==> src/rtl/psk_tx_scheduler_pkg.sv <==
// Shared types and constants for the PSK transmit scheduler.
// Also carries the default parameter values used by the tx/rx timing blocks.
package psk_tx_scheduler_pkg;

   typedef enum logic [1:0] {
      ST_IDLE  = 2'd0,
      ST_GUARD = 2'd1,
      ST_RUN   = 2'd2
   } state_t;

   localparam logic MODE_BPSK = 1'b1;
   localparam logic MODE_QPSK = 1'b0;

   localparam int DEF_DIV_WIDTH    = 8;
   localparam int DEF_LEN_WIDTH    = 12;
   localparam int DEF_GUARD_CYCLES = 4;

endpackage

==> src/rtl/psk_rate_divider.sv <==
// Loadable sample-rate divider; strobe is registered and high when the
// count equals the latched period-minus-one.
module psk_rate_divider
   import psk_tx_scheduler_pkg::*;
#(
   parameter int DIV_WIDTH = DEF_DIV_WIDTH
) (
   input  logic                 clk,
   input  logic                 rst,
   input  logic                 load,
   input  logic [DIV_WIDTH-1:0] div_in,
   input  logic                 clear,
   input  logic                 run,
   output logic                 strobe
);

   localparam logic [DIV_WIDTH-1:0] ONE = DIV_WIDTH'(1);

   logic [DIV_WIDTH-1:0] div_q;
   logic [DIV_WIDTH-1:0] cnt;
   logic [DIV_WIDTH-1:0] cnt_inc;
   logic [DIV_WIDTH-1:0] div_eff;

   assign cnt_inc = cnt + ONE;
   assign div_eff = load ? div_in : div_q;

   // strobe mirrors (cnt == div_q) one step ahead, keeping the output registered
   always_ff @(posedge clk or posedge rst) begin
      if (rst) begin
         div_q  <= '0;
         cnt    <= '0;
         strobe <= 1'b0;
      end else begin
         if (load) div_q <= div_in;
         if (clear) begin
            cnt    <= '0;
            strobe <= (div_eff == '0);
         end else if (run) begin
            if (strobe) begin
               cnt    <= '0;
               strobe <= (div_q == '0);
            end else begin
               cnt    <= cnt_inc;
               strobe <= (cnt_inc == div_q);
            end
         end else begin
            cnt    <= '0;
            strobe <= 1'b0;
         end
      end
   end

endmodule

==> src/rtl/psk_tx_scheduler.sv <==
// Round-robin BPSK/QPSK frame scheduler with guard interval on mode change.
// Drives the sample strobe and mode flag for the modulator stage.
module psk_tx_scheduler
   import psk_tx_scheduler_pkg::*;
#(
   parameter int DIV_WIDTH    = DEF_DIV_WIDTH,
   parameter int LEN_WIDTH    = DEF_LEN_WIDTH,
   parameter int GUARD_CYCLES = DEF_GUARD_CYCLES
) (
   input  logic                 clk,
   input  logic                 rst,
   input  logic [DIV_WIDTH-1:0] sample_div,
   input  logic                 bpsk_req,
   input  logic [LEN_WIDTH-1:0] bpsk_len,
   input  logic                 qpsk_req,
   input  logic [LEN_WIDTH-1:0] qpsk_len,
   output logic                 bpsk_grant,
   output logic                 qpsk_grant,
   output logic                 clk_enable,
   output logic                 is_bpsk,
   output logic                 frame_active,
   output logic                 frame_done
);

   localparam int GW = (GUARD_CYCLES > 1) ? $clog2(GUARD_CYCLES) : 1;
   localparam logic [GW-1:0] GUARD_LAST = GW'(GUARD_CYCLES - 1);
   localparam logic [GW-1:0] G_ONE = GW'(1);
   localparam logic [LEN_WIDTH:0] S_ONE = (LEN_WIDTH + 1)'(1);

   state_t state, state_next;

   logic                 last_mode;
   logic                 rr_bpsk;
   logic [LEN_WIDTH-1:0] len_q;
   logic [LEN_WIDTH:0]   scnt;
   logic [LEN_WIDTH:0]   scnt_inc;
   logic [LEN_WIDTH:0]   len_target;
   logic [GW-1:0]        gcnt;
   logic                 gnt_b;
   logic                 gnt_q;
   logic                 grant;
   logic                 last_strobe;
   logic                 div_clear;
   logic                 div_run;

   assign scnt_inc   = scnt + S_ONE;
   assign len_target = (len_q == '0) ? {1'b1, {LEN_WIDTH{1'b0}}}
                                     : {1'b0, len_q};
   assign last_strobe = clk_enable && (scnt_inc == len_target);

   always_comb begin
      gnt_b      = 1'b0;
      gnt_q      = 1'b0;
      state_next = state;
      unique case (state)
         ST_IDLE: begin
            gnt_b = bpsk_req && (!qpsk_req || rr_bpsk);
            gnt_q = qpsk_req && (!bpsk_req || !rr_bpsk);
            if (gnt_b || gnt_q)
               state_next = (gnt_b != last_mode) ? ST_GUARD : ST_RUN;
         end
         ST_GUARD: begin
            if (gcnt == GUARD_LAST) state_next = ST_RUN;
         end
         ST_RUN: begin
            if (last_strobe) state_next = ST_IDLE;
         end
         default: state_next = ST_IDLE;
      endcase
   end

   assign grant     = gnt_b || gnt_q;
   assign div_run   = (state_next == ST_RUN);
   assign div_clear = div_run && (state != ST_RUN);

   always_ff @(posedge clk or posedge rst) begin
      if (rst) begin
         state        <= ST_IDLE;
         bpsk_grant   <= 1'b0;
         qpsk_grant   <= 1'b0;
         is_bpsk      <= MODE_BPSK;
         last_mode    <= MODE_BPSK;
         rr_bpsk      <= 1'b1;
         frame_active <= 1'b0;
         frame_done   <= 1'b0;
         len_q        <= '0;
         scnt         <= '0;
         gcnt         <= '0;
      end else begin
         state        <= state_next;
         bpsk_grant   <= gnt_b;
         qpsk_grant   <= gnt_q;
         frame_active <= (state_next != ST_IDLE);
         frame_done   <= (state == ST_RUN) && last_strobe;
         if (grant) begin
            is_bpsk <= gnt_b;
            rr_bpsk <= gnt_q;
            len_q   <= gnt_b ? bpsk_len : qpsk_len;
            scnt    <= '0;
            gcnt    <= '0;
            if (state_next == ST_GUARD) last_mode <= gnt_b;
         end
         if (state == ST_GUARD) gcnt <= gcnt + G_ONE;
         if (state == ST_RUN && clk_enable) scnt <= scnt_inc;
      end
   end

   psk_rate_divider #(
      .DIV_WIDTH(DIV_WIDTH)
   ) u_div (
      .clk   (clk),
      .rst   (rst),
      .load  (grant),
      .div_in(sample_div),
      .clear (div_clear),
      .run   (div_run),
      .strobe(clk_enable)
   );

endmodule

==> config.mk <==
export PLATFORM = sky130hd
export DESIGN_NAME = psk_tx_scheduler
export DESIGN_NICKNAME = d
export VERILOG_FILES = /design/src/rtl/psk_tx_scheduler_pkg.sv /design/src/rtl/psk_rate_divider.sv /design/src/rtl/psk_tx_scheduler.sv
export SDC_FILE = /design/constraint.sdc
export NUM_CORES = 1
export LEC_CHECK = 0
export ABC_CLOCK_PERIOD_IN_PS = 4400
export BUFFER_PORTS_ARGS = -buffer_cell sky130_fd_sc_hd__buf_2
export CORE_MARGIN = 2
export CORE_UTILIZATION = 60
export CTS_CLUSTER_DIAMETER = 150
export DETAILED_ROUTE_END_ITERATION = 16
export PLACE_DENSITY = 0.89
export SYNTH_ARGS = -nofsm -noshare
export SYNTH_HDL_FRONTEND = slang
export SYNTH_SLANG_ARGS = --single-unit
==> constraint.sdc <==
create_clock -name clk -period 4.4 [get_ports clk]
set_clock_uncertainty 0.2 [all_clocks]
set_input_delay 1.1 -clock clk [delete_from_list [all_inputs] [get_ports clk]]
set_output_delay 1.1 -clock clk [all_outputs]
set_load 0.01 [all_outputs]
---- After elaboration in Yosys (flattened, before gate mapping) ----
Cells that the tools add are included.
W data, S select, Z words.
word-level totals
  flip-flop bits (word level) ............. 53
  bits of input ports ..................... 36
  output and inout port bits .............. 6
cells by class
  add/sub/neg operators ................... 3
  equality and inequality tests ........... 9
  muxes and demuxes ....................... 20
  reductions and logical operators ........ 21
operator list
  operator                 number
  $mux W13                 3
  $mux W8                  4
  $logic_not A8 Y1         2
  $add A13 B1 Y13 const B  1
  $eq A13 B13 Y1           1
  $logic_not A12 Y1        1
  $mux W12                 1
  $mux W2                  6
  $add A8 B1 Y8 const B    1
  $eq A8 B8 Y1             1
  $eq A2 B2 Y1 const B     3
  $logic_and A1 B1 Y1      6
  $pmux W2 S3              1
  $reduce_bool A2 Y1       3
  $mux W1                  5
  $eq A2 B1 Y1 const B     2
  $logic_or A1 B1 Y1       4
  $logic_not A1 Y1         3
  $add A2 B1 Y2 const B    1
  $logic_not A2 Y1         1
  $ne A2 B2 Y1 const B     1
  $reduce_and A2 Y1        1
  $ne A1 B1 Y1             1

---- Longest topological paths before layout ----
  depth after elaboration ................. 10
  mapped depth ............................ 8
  gate-level depth less buffers ........... 7

---- Cells and area by module ----
A second synthesis with hierarchy kept.
second synthesis, totals
  cells, all modules ...................... 322
  area total of the unflattened synthesis .. 2934.1 µm²
modules (own cells, without submodules)
  module            times used  cells each  area an instance (µm²)
  psk_tx_scheduler  1           242         2040.7
  psk_rate_divider  1           80          893.4

---- Worst setup path before layout ----
No wires, ideal clock.
  kind .................................... in2reg
  start ................................... in qpsk_req
  end ..................................... reg len_q[0]
  arrival ................................. 2083 ps
  required time ........................... 4118 ps
  slack ................................... 2035 ps
  cell stages on the path ................. 7
  buffers on the path ..................... 2
  cell sequence ........................... inv_1 o21ai_0 or3_1 clkbuf_1 clkbuf_1 nor2_1 a31oi_1
between the ends
  cells in the longest elaborated chain, start to end .. 5
RTL lines
  element                                                line                                            text
  start: declaration                                     psk_tx_scheduler.sv:15                          input logic qpsk_req,
  $logic_not A1 Y1                                       psk_tx_scheduler.sv:57                          gnt_b = bpsk_req && (!qpsk_req || rr_bpsk);
  $logic_or A1 B1 Y1                                     psk_tx_scheduler.sv:57
  $logic_and A1 B1 Y1                                    psk_tx_scheduler.sv:57
  $mux W1                                                psk_tx_scheduler.sv:55                          unique case (state)
  $mux W12 / $logic_or A1 B1 Y1 (equally long branches)  psk_tx_scheduler.sv:98, psk_tx_scheduler.sv:72
  end signal: assignment                                 psk_tx_scheduler.sv:98                          len_q <= gnt_b ? bpsk_len : qpsk_len;
  end: declaration                                       psk_tx_scheduler.sv:34                          logic [LEN_WIDTH-1:0] len_q;
Parallel ways exist; a longest one is shown, timed or not.
A chain may end at the register's enable or synchronous reset.

---- Worst setup path after layout ----
  start ................................... reg scnt[0]
  end ..................................... reg u_div.strobe
between the ends
  cells in the longest elaborated chain, start to end .. 8
RTL lines
  element                                                line                                            text
  start: declaration                                     psk_tx_scheduler.sv:35                          logic [LEN_WIDTH:0] scnt;
  start signal: assignment                               psk_tx_scheduler.sv:104                         if (state == ST_RUN && clk_enable) scnt <= scnt_inc;
  $add A13 B1 Y13 *                                      psk_tx_scheduler.sv:46                          assign scnt_inc = scnt + S_ONE;
  $eq A13 B13 Y1 *                                       psk_tx_scheduler.sv:49                          assign last_strobe = clk_enable && (scnt_inc == len_target);
  $logic_and A1 B1 Y1 *                                  psk_tx_scheduler.sv:49
  $mux W2 *                                              psk_tx_scheduler.sv:66                          if (last_strobe) state_next = ST_IDLE;
  $pmux W2 S3 *                                          psk_tx_scheduler.sv:55
  $eq A2 B2 Y1 *                                         psk_tx_scheduler.sv:73                          assign div_run = (state_next == ST_RUN);
  $mux W1 / $logic_and A1 B1 Y1 (equally long branches)  psk_rate_divider.sv:38, psk_tx_scheduler.sv:74
  $mux W1 *                                              psk_rate_divider.sv:35                          if (clear) begin
  end signal: assignment                                 psk_rate_divider.sv:37                          strobe <= (div_eff == '0);
  end signal: assignment                                 psk_rate_divider.sv:41                          strobe <= (div_q == '0);
  end signal: assignment                                 psk_rate_divider.sv:44                          strobe <= (cnt_inc == div_q);
  end: declaration                                       psk_rate_divider.sv:14                          output logic strobe
Mark *: on every way between the ends. The rest lies on a longest branch, timed or not.

==> results.toml <==
[logic_synthesis]
ys_ff_latch = 53
yosys-mux-area-fraction_pct = 1.08
synth_xor_area_share_pct = 9.71
synth_compound_area_share_pct = 13.8
async_reset_ff_share_pct = 100
synthesis.area_mm2 = 0.00301
synth_top_family_by_area = "simple AND/OR/NAND/NOR gates"
synth_area_leaders = "dfrtp_1 (42%), nand2_1 (8.7%), xnor2_1 (4.9%), nor2_1 (4.2%), o21ai_0 (3.5%)"
synth_top_cell_by_area = "dfrtp_1"
ys_warn_count = 0
synth_fa_ha_area_share_pct = 1.25
synth_edf_count = 0
yosysUniqueCellTypes = 56
syn_area_per_cell_um2 = 8.79
synthSimpleGateAreaFrac_pct = 25.2
synth_nets = 382
syn-instance-count = 343
synth_ff_type = "dfrtp_1"
synth_top_area_share_pct = 41.5
yosysSeqAreaShare_pct = 44.1

[cts]
cts_buffers = 5
clk_latency_ps = 310
cts-root-buf = "clkbuf_8"
hold_buffers = 0
numClockSinks = 53
cts_tree = "yes"
cts.clk_slew.worst_paths_ps = 90
cts_setup_buffers = 0
htree_levels = 2
ctsResizeCount = 0
cts_buffer_depth = 2

[final_layout]
instances_no_fill = 440
num-nets-final = 411
finish.instance_area_mm2 = 0.00332
nFillCells = 356
area_growth_syn_to_layout_pct = 10.3
postLayoutCoreUtil_pct = 69.4
drive_gt1_share_pct = 18.0
num_antenna_cells = 0

[critical_path]
arrival_ps = 2690
path_max_fanout = 8
crit_chain = "ha_1, and3_1, nand2_1, or3_4, xnor2_2, o31ai_2, a22oi_1"
cp_data_required_time_ps = 4390
path_buf_inv = 0
crit_path_start_kind = "flop"
cpLargestDelayFamily = "simple AND/OR/NAND/NOR gates"
r2r_cells = 7
crit_type = "reg2reg"
critPathSlowestCell = "dfrtp_1"
cp_num_cells = 7
end_kind = "flop"
slowest_delay_ps = 510

[grt]
grt_util_all_layers_pct = 26.1
gr-usage-met2_pct = 41.0
met3_usage_pct = 5.09
grt_pass1_wl_um = 11100
grt_util_met1_pct = 35.9
grt_pass1_vias = 2363
grt_max_degree = 54
busiest_layer = "met2"
antenna_found_initial = 0
grt.overflow.total = 0

[drt]
dr_total_vias = 2570
vias_per_cell = 5.84
dr.pass1.iters = 4
drt_wl_total_um = 6370
ant_nets = 0
drtIter0Drc = 224
drc = 0
wl_per_cell_um = 14.5

[floorplan]
core_area_mm2 = 0.00479
die-area_mm2 = 0.00561
num_rows = 25
start_util_pct = 63.0
ios = 42
die_w_um = 74.9
dieHeight_um = 74.9

[flow_run]
drv_cap = 0

[timing]
finalSetupViolations = 0
fmax_ghz = 0.370
fin_crit_sh_pct = 61.5
worstMarginPinSlew_ps = 1070
final_max_slew_viol_count = 0
finalSetupTns_ps = 0
setup_ws_ps = 1690
rsz0062_at_grt = "false"
max_slew_margin_pct = 28.4
hold_ws_ps = 262
period_minus_slack_ps = 2710
hold_viol = 0

[place]
dp_hpwl_um = 4580
port-buffer-count = 41
placed_cells = 432
dpl_cell_area_mm2 = 0.00320
finalWeightedCongestion = 0.817
dp_worst_setup_slack_ps = 1530

[min_path]
min_path_type = "reg2reg"
min_path_cells = 2

[run_status]
outcome = "finished clean"

[power]
cellLeakagePower_nw = 1.49
finalPower_mw = 1.62
cellPowerDensity_mw_per_mm2 = 488
peakVddDrop_uv = 203
[worst paths after layout]
path / from / end / slack (ps)
worst max-delay path: scnt[0] / u_div.strobe / 1690
worst min-delay path: is_bpsk / is_bpsk / 260
worst max register to register: scnt[0] / u_div.strobe / 1690
worst min register to register: is_bpsk / is_bpsk / 260
max in group asynchronous: rst / qpsk_grant / 2500
min in group asynchronous: rst / u_div.cnt[4] / 850
[metal layers]
layer | up-vias | routed length [um] | part of all wire [%]
li1 | 1253 | - | -
met1 | 1222 | 2870 | 45
met2 | 85 | 3070 | 48
met3 | 10 | 298 | 4.7
met4 | 0 | 134 | 2.1
met5 | - | 0 | 0
[cells in the mapped netlist (all sizes together) (4+ instances only)]
cell     n
a31oi   15
and3     4
inv     10
xnor2   18
clkbuf   8
xor2    12
nand2   70
or3      4
o31ai    7
a21oi    5
nor3     6
nor2    34
nor4     7
o21ai   22
nand3   15
buf     12
dfrtp   50
nand4    6
[registers in the layout (all words and copies together), names as in the netlist]
register and flops:
scnt 13, gcnt 2, u_div.cnt 8, u_div.strobe 1, u_div.div_q 8, frame_done 1
qpsk_grant 1, is_bpsk 1, len_q 12, bpsk_grant 1, state 2, last_mode 1
frame_active 1, rr_bpsk 1
[layout make-up]
cell class	count	area, um2	area share, %
clock inverter	2	37.5	1.13
timing repair buffer	42	213	6.40
sequential	53	1330	40.0
multi-input combinational	260	1540	46.3
tap	67	83.8	2.52
clock buffer	6	82.6	2.48
inverter	10	37.5	1.13
[report_power, final]
part / leakage, nW / internal, mW / total [mW] / switching, mW
logic: 0.796 / 0.240 / 0.515 / 0.275
registers: 0.634 / 0.588 / 0.760 / 0.172
clock network: 0.0574 / 0.185 / 0.345 / 0.160
[tightest hold or removal path, stage by stage, from the launching register on]
cell and delay, ps:
dfstp_2 380, nand2_1 50, nand2_1 50
[kinds of logic after synthesis]
family,count (synthesis)
AND/OR/NAND/NOR,158
AO/OA/AOI/OAI,65
flip-flops,53
XOR/XNOR,31
buffers and inverters,30
multiplexers,3
adder cells (fa/ha/maj),3
[cells in the final DEF (no fill, tap or decap), drive strengths merged, types with 2 or more instances in the layout]
cell type / synthesis / final
a22o: 2 / 2
buf: 12 / 42
o22ai: 2 / 2
and3: 4 / 4
nor2: 34 / 34
a22oi: 2 / 2
o31ai: 7 / 7
ha: 3 / 3
a21oi: 5 / 5
o21ai: 22 / 22
nand3: 15 / 15
and4: 3 / 3
a31oi: 15 / 15
nand2: 70 / 70
or3: 4 / 4
inv: 10 / 10
xor2: 12 / 12
mux2: 2 / 2
nor4b: 2 / 2
dfstp: 3 / 3
nor3: 6 / 6
nand2b: 3 / 3
xnor2: 18 / 18
dfrtp: 50 / 50
nor4: 7 / 7
nand4: 6 / 6
clkbuf: 8 / 6
No activity file was read; power rests on OpenSTA's default activity.
